<file path="config.mk">
export PLATFORM = sky130hd
export DESIGN_NAME = adc_spi_sampler
export DESIGN_NICKNAME = d
export VERILOG_FILES = /design/src/rtl/adc_spi_sampler_pkg.sv /design/src/rtl/adc_spi_sampler_sck_gen.sv /design/src/rtl/adc_spi_sampler.sv
export SDC_FILE = /design/constraint.sdc
export NUM_CORES = 1
export LEC_CHECK = 0
export ABC_AREA = 1
export BUFFER_PORTS_ARGS = -buffer_cell sky130_fd_sc_hd__buf_2
export CORE_ASPECT_RATIO = 1.1
export CORE_MARGIN = 2
export CORE_UTILIZATION = 49
export CTS_BUF_LIST = sky130_fd_sc_hd__clkbuf_2 sky130_fd_sc_hd__clkbuf_4 sky130_fd_sc_hd__clkbuf_8
export DETAILED_ROUTE_END_ITERATION = 8
export GPL_TIMING_DRIVEN = 0
export PLACE_DENSITY = 0.71
export SYNTH_ARGS = -nofsm -noshare
export SYNTH_HDL_FRONTEND = slang
export SYNTH_SLANG_ARGS = --single-unit
</file>
<file path="constraint.sdc">
create_clock -name clk -period 2.2 [get_ports clk]
set_input_delay 0.11 -clock clk [delete_from_list [all_inputs] [get_ports clk]]
set_output_delay 0.11 -clock clk [all_outputs]
set_load 0.02 [all_outputs]
</file>
<file path="src/rtl/adc_spi_sampler_pkg.sv">
// Shared types and frame constants for the MCP3204 SPI sampler.
package adc_sampler_pkg;

    typedef enum logic [1:0] {
        StIdle,
        StShift,
        StDone,
        StGap
    } state_e;

    localparam int unsigned     EDGE_W          = 5;
    localparam logic [EDGE_W-1:0] FRAME_SCK     = 5'd19;
    localparam logic [EDGE_W-1:0] FIRST_DATA_EDGE = 5'd8;
    localparam logic [EDGE_W-1:0] CMD_BITS      = 5'd5;
    localparam logic            START_BIT       = 1'b1;
    localparam logic            SGL_BIT         = 1'b1;
    localparam int unsigned     AVG_FRAMES      = 4;

    // Command bit driven during SCK period `period` (1-based); zero after the command.
    function automatic logic cmd_bit(input logic [2:0] channel, input logic [EDGE_W-1:0] period);
        logic [4:0] cmd;
        cmd = {START_BIT, SGL_BIT, channel};
        if (period == '0 || period > CMD_BITS) begin
            return 1'b0;
        end
        return cmd[3'(CMD_BITS - period)];
    endfunction

endpackage

</file>
<file path="src/rtl/adc_spi_sampler_sck_gen.sv">
// SCK generator: CLK_DIV-cycle half periods, rise/fall strobes and a rising-edge counter.
module sck_gen
    import adc_sampler_pkg::*;
#(
    parameter int unsigned CLK_DIV = 250
) (
    input  logic              clk,
    input  logic              rst,
    input  logic              i_en,
    output logic              o_sck,
    output logic              o_rise,
    output logic              o_fall,
    output logic [EDGE_W-1:0] o_edge_cnt
);

    localparam int unsigned      CNT_W   = $clog2(CLK_DIV);
    localparam logic [CNT_W-1:0] CNT_MAX = CNT_W'(CLK_DIV - 1);

    logic [CNT_W-1:0]  r_cnt;
    logic              r_sck;
    logic [EDGE_W-1:0] r_edge_cnt;
    logic              w_wrap;

    // Strobes mark the clk edge at which the registered sck toggles.
    assign w_wrap     = i_en && (r_cnt == CNT_MAX);
    assign o_rise     = w_wrap && !r_sck;
    assign o_fall     = w_wrap && r_sck;
    assign o_sck      = r_sck;
    assign o_edge_cnt = r_edge_cnt;

    always_ff @(posedge clk or negedge rst) begin
        if (!rst) begin
            r_cnt      <= '0;
            r_sck      <= 1'b0;
            r_edge_cnt <= '0;
        end else if (!i_en) begin
            r_cnt      <= '0;
            r_sck      <= 1'b0;
            r_edge_cnt <= '0;
        end else begin
            r_cnt <= w_wrap ? '0 : r_cnt + 1'b1;
            if (w_wrap) begin
                r_sck <= !r_sck;
            end
            if (o_rise) begin
                r_edge_cnt <= r_edge_cnt + 1'b1;
            end
        end
    end

endmodule

</file>
<file path="src/rtl/adc_spi_sampler.sv">
// adc_spi_sampler: one MCP3204 SPI frame per start, 12-bit result with a one-cycle strobe.
// Define ADC_AVG_EN to run four frames per start and report their truncated mean.
module adc_spi_sampler
    import adc_sampler_pkg::*;
#(
    parameter int unsigned CLK_DIV = 250,
    parameter logic [2:0]  CHANNEL = 3'd0
) (
    input  logic        clk,
    input  logic        rst,
    input  logic        i_start,
    output logic        o_busy,
    output logic        o_cs_n,
    output logic        o_sck,
    output logic        o_mosi,
    input  logic        i_miso,
    output logic [11:0] o_sample,
    output logic        o_sample_valid
);

    localparam int unsigned      GAP_W   = $clog2(2 * CLK_DIV);
    localparam logic [GAP_W-1:0] GAP_MAX = GAP_W'(2 * CLK_DIV - 2);

    state_e            r_state, w_state_d;
    logic              r_cs_n, w_cs_n_d;
    logic              r_mosi, w_mosi_d;
    logic [11:0]       r_shift, w_shift_d;
    logic [11:0]       r_sample, w_sample_d;
    logic              r_valid, w_valid_d;
    logic [GAP_W-1:0]  r_gap, w_gap_d;
    logic              w_sck_en, w_rise, w_fall;
    logic [EDGE_W-1:0] w_edge_cnt;

`ifdef ADC_AVG_EN
    localparam logic [1:0] LAST_FRAME = 2'(AVG_FRAMES - 1);
    logic [13:0] r_acc, w_acc_d, w_sum;
    logic [1:0]  r_frame, w_frame_d;
    assign w_sum = r_acc + {2'b00, r_shift};
`endif

    assign w_sck_en = (r_state == StShift);

    sck_gen #(
        .CLK_DIV (CLK_DIV)
    ) u_sck_gen (
        .clk        (clk),
        .rst        (rst),
        .i_en       (w_sck_en),
        .o_sck      (o_sck),
        .o_rise     (w_rise),
        .o_fall     (w_fall),
        .o_edge_cnt (w_edge_cnt)
    );

    always_comb begin
        w_state_d  = r_state;
        w_cs_n_d   = r_cs_n;
        w_mosi_d   = r_mosi;
        w_shift_d  = r_shift;
        w_sample_d = r_sample;
        w_valid_d  = 1'b0;
        w_gap_d    = r_gap;
`ifdef ADC_AVG_EN
        w_acc_d    = r_acc;
        w_frame_d  = r_frame;
`endif
        unique case (r_state)
            StIdle: begin
                if (i_start) begin
                    w_state_d = StShift;
                    w_cs_n_d  = 1'b0;
                    w_mosi_d  = START_BIT;
                    w_shift_d = '0;
`ifdef ADC_AVG_EN
                    w_acc_d   = '0;
                    w_frame_d = '0;
`endif
                end
            end
            StShift: begin
                // Edges before FIRST_DATA_EDGE carry command/null bits only.
                if (w_rise && w_edge_cnt >= FIRST_DATA_EDGE - 5'd1) begin
                    w_shift_d = {r_shift[10:0], i_miso};
                end
                if (w_fall) begin
                    if (w_edge_cnt == FRAME_SCK) begin
                        w_state_d = StDone;
                        w_cs_n_d  = 1'b1;
                        w_mosi_d  = 1'b0;
`ifdef ADC_AVG_EN
                        w_acc_d = w_sum;
                        if (r_frame == LAST_FRAME) begin
                            w_sample_d = w_sum[13:2];
                            w_valid_d  = 1'b1;
                        end
`else
                        w_sample_d = r_shift;
                        w_valid_d  = 1'b1;
`endif
                    end else begin
                        w_mosi_d = cmd_bit(CHANNEL, w_edge_cnt + 5'd1);
                    end
                end
            end
            StDone: begin
                w_state_d = StGap;
                w_gap_d   = '0;
            end
            StGap: begin
                if (r_gap == GAP_MAX) begin
                    w_state_d = StIdle;
`ifdef ADC_AVG_EN
                    if (r_frame != LAST_FRAME) begin
                        w_state_d = StShift;
                        w_cs_n_d  = 1'b0;
                        w_mosi_d  = START_BIT;
                        w_shift_d = '0;
                        w_frame_d = r_frame + 2'd1;
                    end
`endif
                end else begin
                    w_gap_d = r_gap + 1'b1;
                end
            end
            default: w_state_d = StIdle;
        endcase
    end

    always_ff @(posedge clk or negedge rst) begin
        if (!rst) begin
            r_state  <= StIdle;
            r_cs_n   <= 1'b1;
            r_mosi   <= 1'b0;
            r_shift  <= '0;
            r_sample <= '0;
            r_valid  <= 1'b0;
            r_gap    <= '0;
`ifdef ADC_AVG_EN
            r_acc    <= '0;
            r_frame  <= '0;
`endif
        end else begin
            r_state  <= w_state_d;
            r_cs_n   <= w_cs_n_d;
            r_mosi   <= w_mosi_d;
            r_shift  <= w_shift_d;
            r_sample <= w_sample_d;
            r_valid  <= w_valid_d;
            r_gap    <= w_gap_d;
`ifdef ADC_AVG_EN
            r_acc    <= w_acc_d;
            r_frame  <= w_frame_d;
`endif
        end
    end

    assign o_busy         = (r_state != StIdle);
    assign o_cs_n         = r_cs_n;
    assign o_mosi         = r_mosi;
    assign o_sample       = r_sample;
    assign o_sample_valid = r_valid;

endmodule

</file>
Word-level counts from Yosys, hierarchy flattened
Memories as Yosys holds them, arrays and structs flattened.
Index checks and enable logic that the tools add are counted.

storage, ports and cells
  memories = 1
  register bits = 52
  bits of input ports = 4
  bits in writable memories = 0
  bits in read-only memories = 8
  logic and storage cells = 83
  latch bits = 0

memories
  name              depth  width  rd ports  clocked after Yosys merged registers in  write ports  RTL line                   RTL
  (name not given)  8      1      1         0                                        0            adc_spi_sampler_pkg.sv:26  return cmd[3'(CMD_BITS - period)];

cells by class
  multiplexer cells = 34
  $mul = 0
  shift operators = 0
  equal/unequal tests = 14
  magnitude comparators = 3
  add/subtract/negate cells = 4
  divide/modulo/power cells = 0
  bitwise operators = 0
  reductions and logical operators = 17

operators by type and width
  kind                                                            count
  2-to-1 mux 12 bit                                               2
  case mux 12 bit (2 select lines)                                1
  2-to-1 mux 1 bit                                                18
  case mux 9 bit (2 select lines)                                 1
  2-to-1 mux 8 bit                                                2
  inequality test 2 bit (second input constant)                   8
  2-to-1 mux 5 bit                                                2
  adder 9 x 1 -> 9 bit (second input constant)                    1
  == test 9 bit (second input constant)                           1
  2-to-1 mux 9 bit                                                1
  AND reduction 3 bit                                             3
  adder 8 x 1 -> 8 bit (second input constant)                    1
  == test 8 bit (second input constant)                           1
  2-to-1 mux 2 bit                                                4
  case mux 2 bit (4 select lines)                                 1
  AND reduction 4 bit                                             2
  nonzero test 2 bit                                              3
  adder 5 x 1 -> 5 bit (second input constant)                    1
  == test 5 bit (second input constant)                           1
  >= comparator 5 x 3 -> 1 bit (second input constant)            1
  greater-than comparator 5 x 3 -> 1 bit (second input constant)  1
  zero test 5 bit                                                 1
  == test 2 bit (second input constant)                           2
  logical AND 1 bit                                               4
  other kinds (8)                                                 9

Depth between registers and ports, before layout
Gate-level depths: netlist of run 1.

  depth after elaboration = 11
  depth in mapped cells = 12

Cells and area by module
Synthesis of run 1 repeated with hierarchy kept, for this count alone.

second synthesis, totals
  cell total of the unflattened synthesis = 367
  area, all modules = 2881.5 um^2

modules (own cells, without submodules)
  module           times used  seq. area each (um^2)  cells each  area each (um^2)
  adc_spi_sampler  1           952.2                  281         2129.5
  sck_gen          1           350.3                  86          752.0

Least setup slack after synthesis of run 1
No wires, ideal clock.

  kind = register -> register
  start point = register r_state[0]
  end point = register r_shift[10]
  setup slack = 597 ps
  arrival time = 1486 ps
  data required time = 2083 ps
  stages on the path, launching flop included = 11
  path through = dfrtp_1 inv_1 ha_1 inv_1 nor2_1 nor2_1 o21a_1 nand2_4 buf_6 nand2_1 o21ai_2

on the way
  longest elaborated chain between the ends = 6

RTL lines
  what                                    RTL line                                      RTL
  start, declared                         adc_spi_sampler.sv:24                         state_e r_state, w_state_d;
  start signal, assigned                  adc_spi_sampler.sv:131                        r_state <= StIdle;
  start signal, assigned                  adc_spi_sampler.sv:143                        r_state <= w_state_d;
  == test 2 x 1 -> 1 bit                  adc_spi_sampler.sv:41, adc_spi_sampler.sv:67
  logical AND 1 bit                       adc_spi_sampler_sck_gen.sv:25                 assign w_wrap = i_en && (r_cnt == CNT_MAX);
  logical AND 1 bit                       adc_spi_sampler_sck_gen.sv:26                 assign o_rise = w_wrap && !r_sck;
  logical AND 1 bit                       adc_spi_sampler.sv:82                         if (w_rise && w_edge_cnt >= FIRST_DATA_EDGE - 5'd1) begin
  inequality test 2 bit (no source line)  -
  AND reduction 3 bit (no source line)    -
  end signal, assigned                    adc_spi_sampler.sv:146                        r_shift <= w_shift_d;
  end, declared                           adc_spi_sampler.sv:27                         logic [11:0] r_shift, w_shift_d;

Several ways; a longest one is shown, not always the timed one.
A chain may end at the register's enable or synchronous reset.

Final worst setup path of run 1
  start point = register u_sck_gen.r_edge_cnt[0], in the netlist u_sck_gen.o_edge_cnt[0]
  end point = register r_mosi, in the netlist o_mosi

on the way
  longest elaborated chain between the ends = 11

RTL lines
  what                                                                              RTL line                       RTL
  start, declared                                                                   adc_spi_sampler_sck_gen.sv:21  logic [EDGE_W-1:0] r_edge_cnt;
  start signal, assigned                                                            adc_spi_sampler_sck_gen.sv:46  r_edge_cnt <= r_edge_cnt + 1'b1;
  adder 5 x 1 -> 5 bit                                                              adc_spi_sampler.sv:101         w_mosi_d = cmd_bit(CHANNEL, w_edge_cnt + 5'd1);
  greater-than comparator 5 x 3 -> 1 bit / zero test 5 bit (equally long branches)  adc_spi_sampler_pkg.sv:23      if (period == '0 || period > CMD_BITS) begin
  logical OR 1 bit                                                                  adc_spi_sampler_pkg.sv:23
  2-to-1 mux 1 bit                                                                  adc_spi_sampler_pkg.sv:23
  2-to-1 mux 1 bit                                                                  adc_spi_sampler.sv:86          if (w_edge_cnt == FRAME_SCK) begin
  2-to-1 mux 1 bit                                                                  adc_spi_sampler.sv:85          if (w_fall) begin
  2-to-1 mux 1 bit                                                                  adc_spi_sampler.sv:67          unique case (r_state)
  2-to-1 mux 1 bit                                                                  adc_spi_sampler_pkg.sv:26
  2-to-1 mux 1 bit (*)                                                              adc_spi_sampler.sv:86
  2-to-1 mux 1 bit (*)                                                              adc_spi_sampler.sv:85
  case mux 1 bit (2 select lines) (*)                                               adc_spi_sampler.sv:67
  end signal, assigned                                                              adc_spi_sampler.sv:145         r_mosi <= w_mosi_d;
  end, declared                                                                     adc_spi_sampler.sv:26          logic r_mosi, w_mosi_d;

Every way passes the cells marked *; elsewhere a longest branch is shown, timed or not. The select of a mux whose other input is x is not followed.

==> run_results.csv, run 1 <==
group,metric,value,unit
placed_design,place_hpwl,3441,µm
sta,setup_ws,0.3585,ns
sta,final.setup.tns,0,ns
setup_path,reg2reg_from,"u_sck_gen.o_edge_cnt[0]",
setup_path,cp.required,2.45,ns
floorplanning,dieArea,0.006121,mm²
setup_path,crit_buf_inv,1,
sta,min_period_over_period,83.71,%
floorplanning,rows,28,
pwr,ir_worst_vdd,0.5394,mV
sta,report.final.slew_viol_count,0,
logic_synthesis,syn_inst,311,
logic_synthesis,synth_edf_count,0,
routing,wl,4835,µm
setup_path,worstReg2RegEnd,"o_mosi",
sta,period_needed,1.842,ns
sta,slew_headroom,24.46,%
run,maxCapViolCount,0,
floorplanning,io_pins,21,
floorplanning,die_w,74.78,µm
setup_path,critPathTopFamily,"adder cells",
floorplanning,coreArea,0.005360,mm²
sta,setup_viol,0,
cells_and_area,fillers,489,
setup_path,rrSetupSlack,0.36,ns
logic_synthesis,ys_seq_elements,52,
routing,drc,0,
routing,wl_per_cell,11.68,µm
logic_synthesis,yosysWarnings,0,
routing,drtIter0Drc,109,
clock_network,cts_resized,0,
setup_path,start_kind,"flop",
logic_synthesis,synth_area,0.002700,mm²
grt,grt_pass1_wl,8431,µm
logic_synthesis,syn_avg_cell_area,8.682,µm²
pwr,power_density,867.9,mW/mm²
setup_path,cp_common_cell,"nand2_1",
cells_and_area,layout_commonest_cell,"nand2_1",
logic_synthesis,seq_area_frac_synth,48.24,%
setup_path,critPathMaxFanout,7,
sta,hold_viol_final,0,
placed_design,finalWeightedCongestion,0.8373,
pwr,power_leakage,1.487,nW
clock_network,clock-sinks,52,
logic_synthesis,async_reset_ff_share,100.0,%
routing,firstDrtPassIters,4,
cells_and_area,antenna_cells,0,
grt,grt-ovfl-total,0,
cells_and_area,area_growth,10.57,%
routing,vias_per_cell,4.785,
routing,vias,1981,
sta,skew,0.01023,ns
logic_synthesis,yosysUniqueCellTypes,29,
setup_path,worstSetupEndpointType,"flop",
grt,antenna_found_initial,0,
grt,grt_usage,17.80,%
cells_and_area,layout_common_cells,"103 x nand2_1, 51 x dfrtp_1, 27 x inv_1",
cells_and_area,drive_above_1_share,18.88,%
clock_network,clock_path_buffers,2,
placed_design,portBuffers,20,
logic_synthesis,synth_fp_nets,330,
placed_design,dpl_worst_slack,0.3883,ns
run_status,status,"completed",
setup_path,worstSetupPathType,"reg -> reg",
clock_network,cts_tree,"built",
sta,fmax,0.5430,GHz
setup_path,crit_chain,"ha_1 -> inv_1 -> nand2_1 -> nand2_1 -> ha_1 -> a21o_1 -> a21oi_1 -> nand2_1 -> nand2_1 -> nand2_1 -> nand2_1",
min_path,hold_path_class,"in -> async",
clock_network,clk_pin_slew_worst_paths,0.09,ns
floorplanning,die_h,81.86,µm
clock_network,htree_levels,2,
floorplanning,start_util,50.37,%
clock_network,cts_hold_buffers,0,
sta,rsz0062_at_grt,"no",
logic_synthesis,synth_flop_cell,"dfrtp_1",
setup_path,cpMaxStageDelayCell,"dfrtp_1",
sta,tightest_slew,1.133,ns
clock_network,cts_made_buffers,5,
setup_path,slowest_delay,0.46,ns
setup_path,r2r_cells,11,
grt,grt_pass1_vias,1898,
grt,grt_max_degree,53,
clock_network,cts-root-buf,"clkbuf_8",
clock_network,post_cts_buffers,0,
clock_network,clk-insertion-delay-late,0.31,ns
cells_and_area,fin_nets,357,
routing,antenna_left,0,
setup_path,cp_data_arrival_time,2.09,ns
[cells by family (layout without fill, tap and decap cells)]
kind of cell,after synthesis,count (layout),synth area share [%]
buffers and inverters,36,64,6.441
flip-flops,52,52,48.24
XOR/XNOR,8,8,2.595
adder cells (fa/ha/maj),15,15,6.951
AO/OA/AOI/OAI,33,33,8.202
AND/OR/NAND/NOR,167,167,27.57
[worst reg2reg max path: stages, from the launching register on]
cell and delay (ns):
dfrtp_1 0.46, ha_1 0.30, inv_1 0.06, nand2_1 0.07, nand2_1 0.11, ha_1 0.22
a21o_1 0.17, a21oi_1 0.17, nand2_1 0.07, nand2_1 0.05, nand2_1 0.04, nand2_1 0.04
[cell type report]
class                   instances  area [µm²]  share of cell area (%)
well taps                      75       93.84                   3.143
inverters                      29       108.9                   3.646
plain buffers                   7       65.06                   2.179
clock inverters                 3       22.52                  0.7544
multi-input cells             223        1224                   40.99
repair buffers                 20       100.1                   3.353
clock buffers                   5       68.82                   2.305
flip-flops and latches         52        1303                   43.63
[how the worst max path moves through the flow]
| stage | depth (start not counted) | to | from |
|---|---|---|---|
| after floorplan | 10 | r_shift[10] | r_state[0] |
| after global placement | 11 | o_mosi | u_sck_gen.o_edge_cnt[0] |
| after detailed placement | 11 | o_mosi | u_sck_gen.o_edge_cnt[0] |
| after CTS | 11 | o_mosi | u_sck_gen.o_edge_cnt[0] |
| after global routing | 11 | o_mosi | u_sck_gen.o_edge_cnt[0] |
| final | 11 | o_mosi | u_sck_gen.o_edge_cnt[0] |
[synth_stat cells, types with 3 or more instances]
| master | count | share of area (%) |
|---|---|---|
| buf_6 | 4 | 1.7 |
| o21ai_2 | 13 | 4.2 |
| nor3b_1 | 3 | 0.83 |
| nor2_1 | 21 | 2.9 |
| inv_1 | 27 | 3.8 |
| ha_1 | 15 | 7.0 |
| a21oi_1 | 4 | 0.74 |
| nand2_1 | 103 | 14 |
| nor3_1 | 5 | 0.93 |
| o21ai_0 | 10 | 1.9 |
| nand2_2 | 7 | 1.6 |
| dfrtp_1 | 51 | 47 |
| nand3_1 | 19 | 3.5 |
| xor2_1 | 6 | 1.9 |
[metal layers]
metal,GRT usage (%),part of all wire [%],wire length [µm],up-vias
li1,-,-,-,1036
met1,23.96,50,2429,925
met2,29.20,47,2257,15
met3,3.313,1.9,94,5
met4,5.357,1.1,53,0
met5,0,0,0,-
[power by group]
group | total [W] | switching (W) | internal, W | leakage, nW
sequential | 0.00111 | 0.0000757 | 0.00103 | 0.713
clock | 0.000560 | 0.000332 | 0.000229 | 0.0485
combinational | 0.000923 | 0.000620 | 0.000303 | 0.725
total | 0.00259 | 0.00103 | 0.00156 | 1.49
[sequential cells by signal, indices dropped and copies added, names as in the netlist]
| name | flops |
|---|---|
| u_sck_gen.o_sck | 1 |
| u_sck_gen.o_edge_cnt | 5 |
| u_sck_gen.r_cnt | 8 |
| o_sample | 12 |
| r_shift | 12 |
| r_state | 2 |
| o_mosi | 1 |
| o_sample_valid | 1 |
| o_cs_n | 1 |
| r_gap | 9 |
[per-stage QoR]
step | power [W] | hold WS [ns] | instance area [µm²] | utilization (%) | std cells
global route | 0.002776 | 0.04398 | 2985 | 55.70 | 414
floorplan | 0.001832 | -0.1856 | 2700 | - | 311
CTS | 0.002623 | 0.04376 | 2985 | 55.70 | 414
global placement | 0.002034 | 0.3788 | 2894 | 53.99 | 406
finish | 0.002591 | 0.01710 | 2985 | 55.70 | 414
detailed placement | 0.002056 | 0.3873 | 2894 | 53.99 | 406
Power figures use the tool's default switching activity.
==> inputs of run 2 (changes only) <==
==> constraint.sdc (replaced) <==
create_clock -name clk -period 1.85 [get_ports clk]
set_input_delay 0.0925 -clock clk [delete_from_list [all_inputs] [get_ports clk]]
set_output_delay 0.0925 -clock clk [all_outputs]
set_load 0.02 [all_outputs]
==> run_results.csv, run 2 (synthesis results as in run 1) <==
group,metric,value,unit
clock_network,clk_pin_slew_worst_paths,0.09,ns
floorplanning,io_pins,21,
setup_path,cp_data_arrival_time,1.92,ns
routing,antenna_left,0,
pwr,p_sw_share,39.61,%
routing,firstDrtPassIters,4,
floorplanning,coreArea,0.005360,mm²
grt,grt_pass1_wl,8431,µm
setup_path,r2r_cells,10,
sta,report.final.slew_viol_count,0,
floorplanning,rows,28,
floorplanning,start_util,50.37,%
cells_and_area,layout_common_cells,"103 x nand2_1, 49 x dfrtp_1, 27 x inv_1",
sta,tightest_slew,1.138,ns
routing,top_layer_used,"met4",
pwr,p_sw,0.001226,W
pwr,intPower,0.001870,W
cells_and_area,drive_above_1_share,20.23,%
cells_and_area,antenna_cells,0,
pwr,power_density,1027,mW/mm²
cells_and_area,area_growth,11.68,%
placed_design,dpl_worst_slack,0.03827,ns
sta,min_period_over_period,89.99,%
setup_path,cp.required,2.10,ns
clock_network,cts-root-buf,"clkbuf_8",
cells_and_area,finish.utilization,56.26,%
routing,vias,2012,
sta,period_needed,1.665,ns
routing,wl_met1,2403,µm
pwr,power_leakage,1.491,nW
routing,wl_per_cell,11.72,µm
cells_and_area,layout_commonest_cell,"nand2_1",
sta,rsz0062_at_grt,"no",
clock_network,cts_made_buffers,5,
floorplanning,dieArea,0.006121,mm²
pwr,p_clk_share,21.6,%
run_status,status,"completed",
grt,grt_max_degree,53,
sta,slew_headroom,24.12,%
setup_path,critPathMaxFanout,6,
routing,vias_per_cell,4.837,
cells_and_area,multi_input_area,0.001236,mm²
setup_path,start_kind,"flop",
cells_and_area,fin_nets,359,
placed_design,place_hpwl,3441,µm
placed_design,finalWeightedCongestion,0.8373,
run,maxCapViolCount,0,
pwr,seqPwrFrac,42.4,%
routing,drc,0,
sta,hold_viol_final,0,
clock_network,clock_path_buffers,2,
sta,skew,0.009591,ns
sta,setup_ws,0.1852,ns
clock_network,cts_tree,"built",
routing,drtIter0Drc,142,
sta,fmax,0.6007,GHz
sta,final.setup.tns,0,ns
setup_path,worstSetupEndpointType,"flop",
grt,grt-ovfl-total,0,
placed_design,dpl_cell_area,0.002894,mm²
placed_design,portBuffers,20,
grt,antenna_found_initial,0,
pwr,pwr-share-comb,35.9,%
setup_path,worstSetupPathType,"reg -> reg",
routing,dr_wl_met3,117,µm
sta,holdWs,0.002621,ns
min_path,hold_path_class,"in -> async",
clock_network,clock-sinks,52,
grt,grt_pass1_vias,1898,
cells_and_area,regArea,0.001305,mm²
pwr,ir_worst_vdd,0.6441,mV
cells_and_area,final_area,0.003015,mm²
sta,setup_viol,0,
clock_network,htree_levels,2,
clock_network,clk-insertion-delay-late,0.31,ns
grt,grt_usage,17.80,%
routing,wl_met2,2299,µm
cells_and_area,fillers,491,
clock_network,cts_hold_buffers,0,
floorplanning,die_w,74.78,µm
floorplanning,die_h,81.86,µm
routing,wl,4874,µm
## run 2: cell count changes in the layout (fill, tap and decap cells not counted)
cell	change
buf_4	+2
dfrtp_1	-2
dfrtp_2	+2
ha_1	-1
ha_4	+1
## run 2: cell type report
type	instances	share of cell area, %
flip-flops and latches	52	43.28
plain buffers	7	2.158
inverters	29	3.610
clock buffers	5	2.282
multi-input cells	223	41.00
clock inverters	3	0.7469
repair buffers	22	3.817
well taps	75	3.112
## run 2: final timing paths
kind	slack, ns	to	start
setup reg to reg	0.19	o_mosi	u_sck_gen.o_edge_cnt[0]
min in group clk	0.03	r_shift[0]	i_miso
max in group asynchronous	1.09	u_sck_gen.o_edge_cnt[0]	rst
hold / removal	0.003	u_sck_gen.o_edge_cnt[2]	rst
setup / recovery	0.19	o_mosi	u_sck_gen.o_edge_cnt[0]
hold reg to reg	0.47	o_cs_n	o_cs_n
## run 2: per-layer routing
metal / global-route usage (%) / up-vias
li1: - / 1041
met5: 0 / -
met1: 23.96 / 939
met2: 29.20 / 27
met3: 3.313 / 5
met4: 5.357 / 0
## run 2: power by group through the flow
stage	logic (W)	clock network [W]	registers [W]
finish	0.00111	0.000670	0.00131
CTS	0.00111	0.000692	0.00132
global route	0.00127	0.000720	0.00133
global placement	0.00108	0	0.00134
detailed placement	0.00111	0	0.00134
floorplan	0.000848	0	0.00133
## run 2: timing repair
item	CTS	global route
setup endpoints to repair	0	4
setup buffers	0	2
endpoints found under the hold margin	0	0
resized for setup	0	4
## run 2: stage by stage
stage,total power [W],cells
3_3_place_gp,0.002419,406
5_1_grt,0.003318,416
6_report,0.003097,416
3_5_place_dp,0.002446,406
4_1_cts,0.003119,414
2_1_floorplan,0.002179,311
## run 2: critical path, cell delays in order, from the launching register on
cell and delay [ns]:
dfrtp_2 0.46, ha_4 0.19, nand2_1 0.08, nand2_1 0.11
ha_1 0.22, a21o_1 0.17, a21oi_1 0.17, nand2_1 0.07
nand2_1 0.05, nand2_1 0.04, nand2_1 0.04
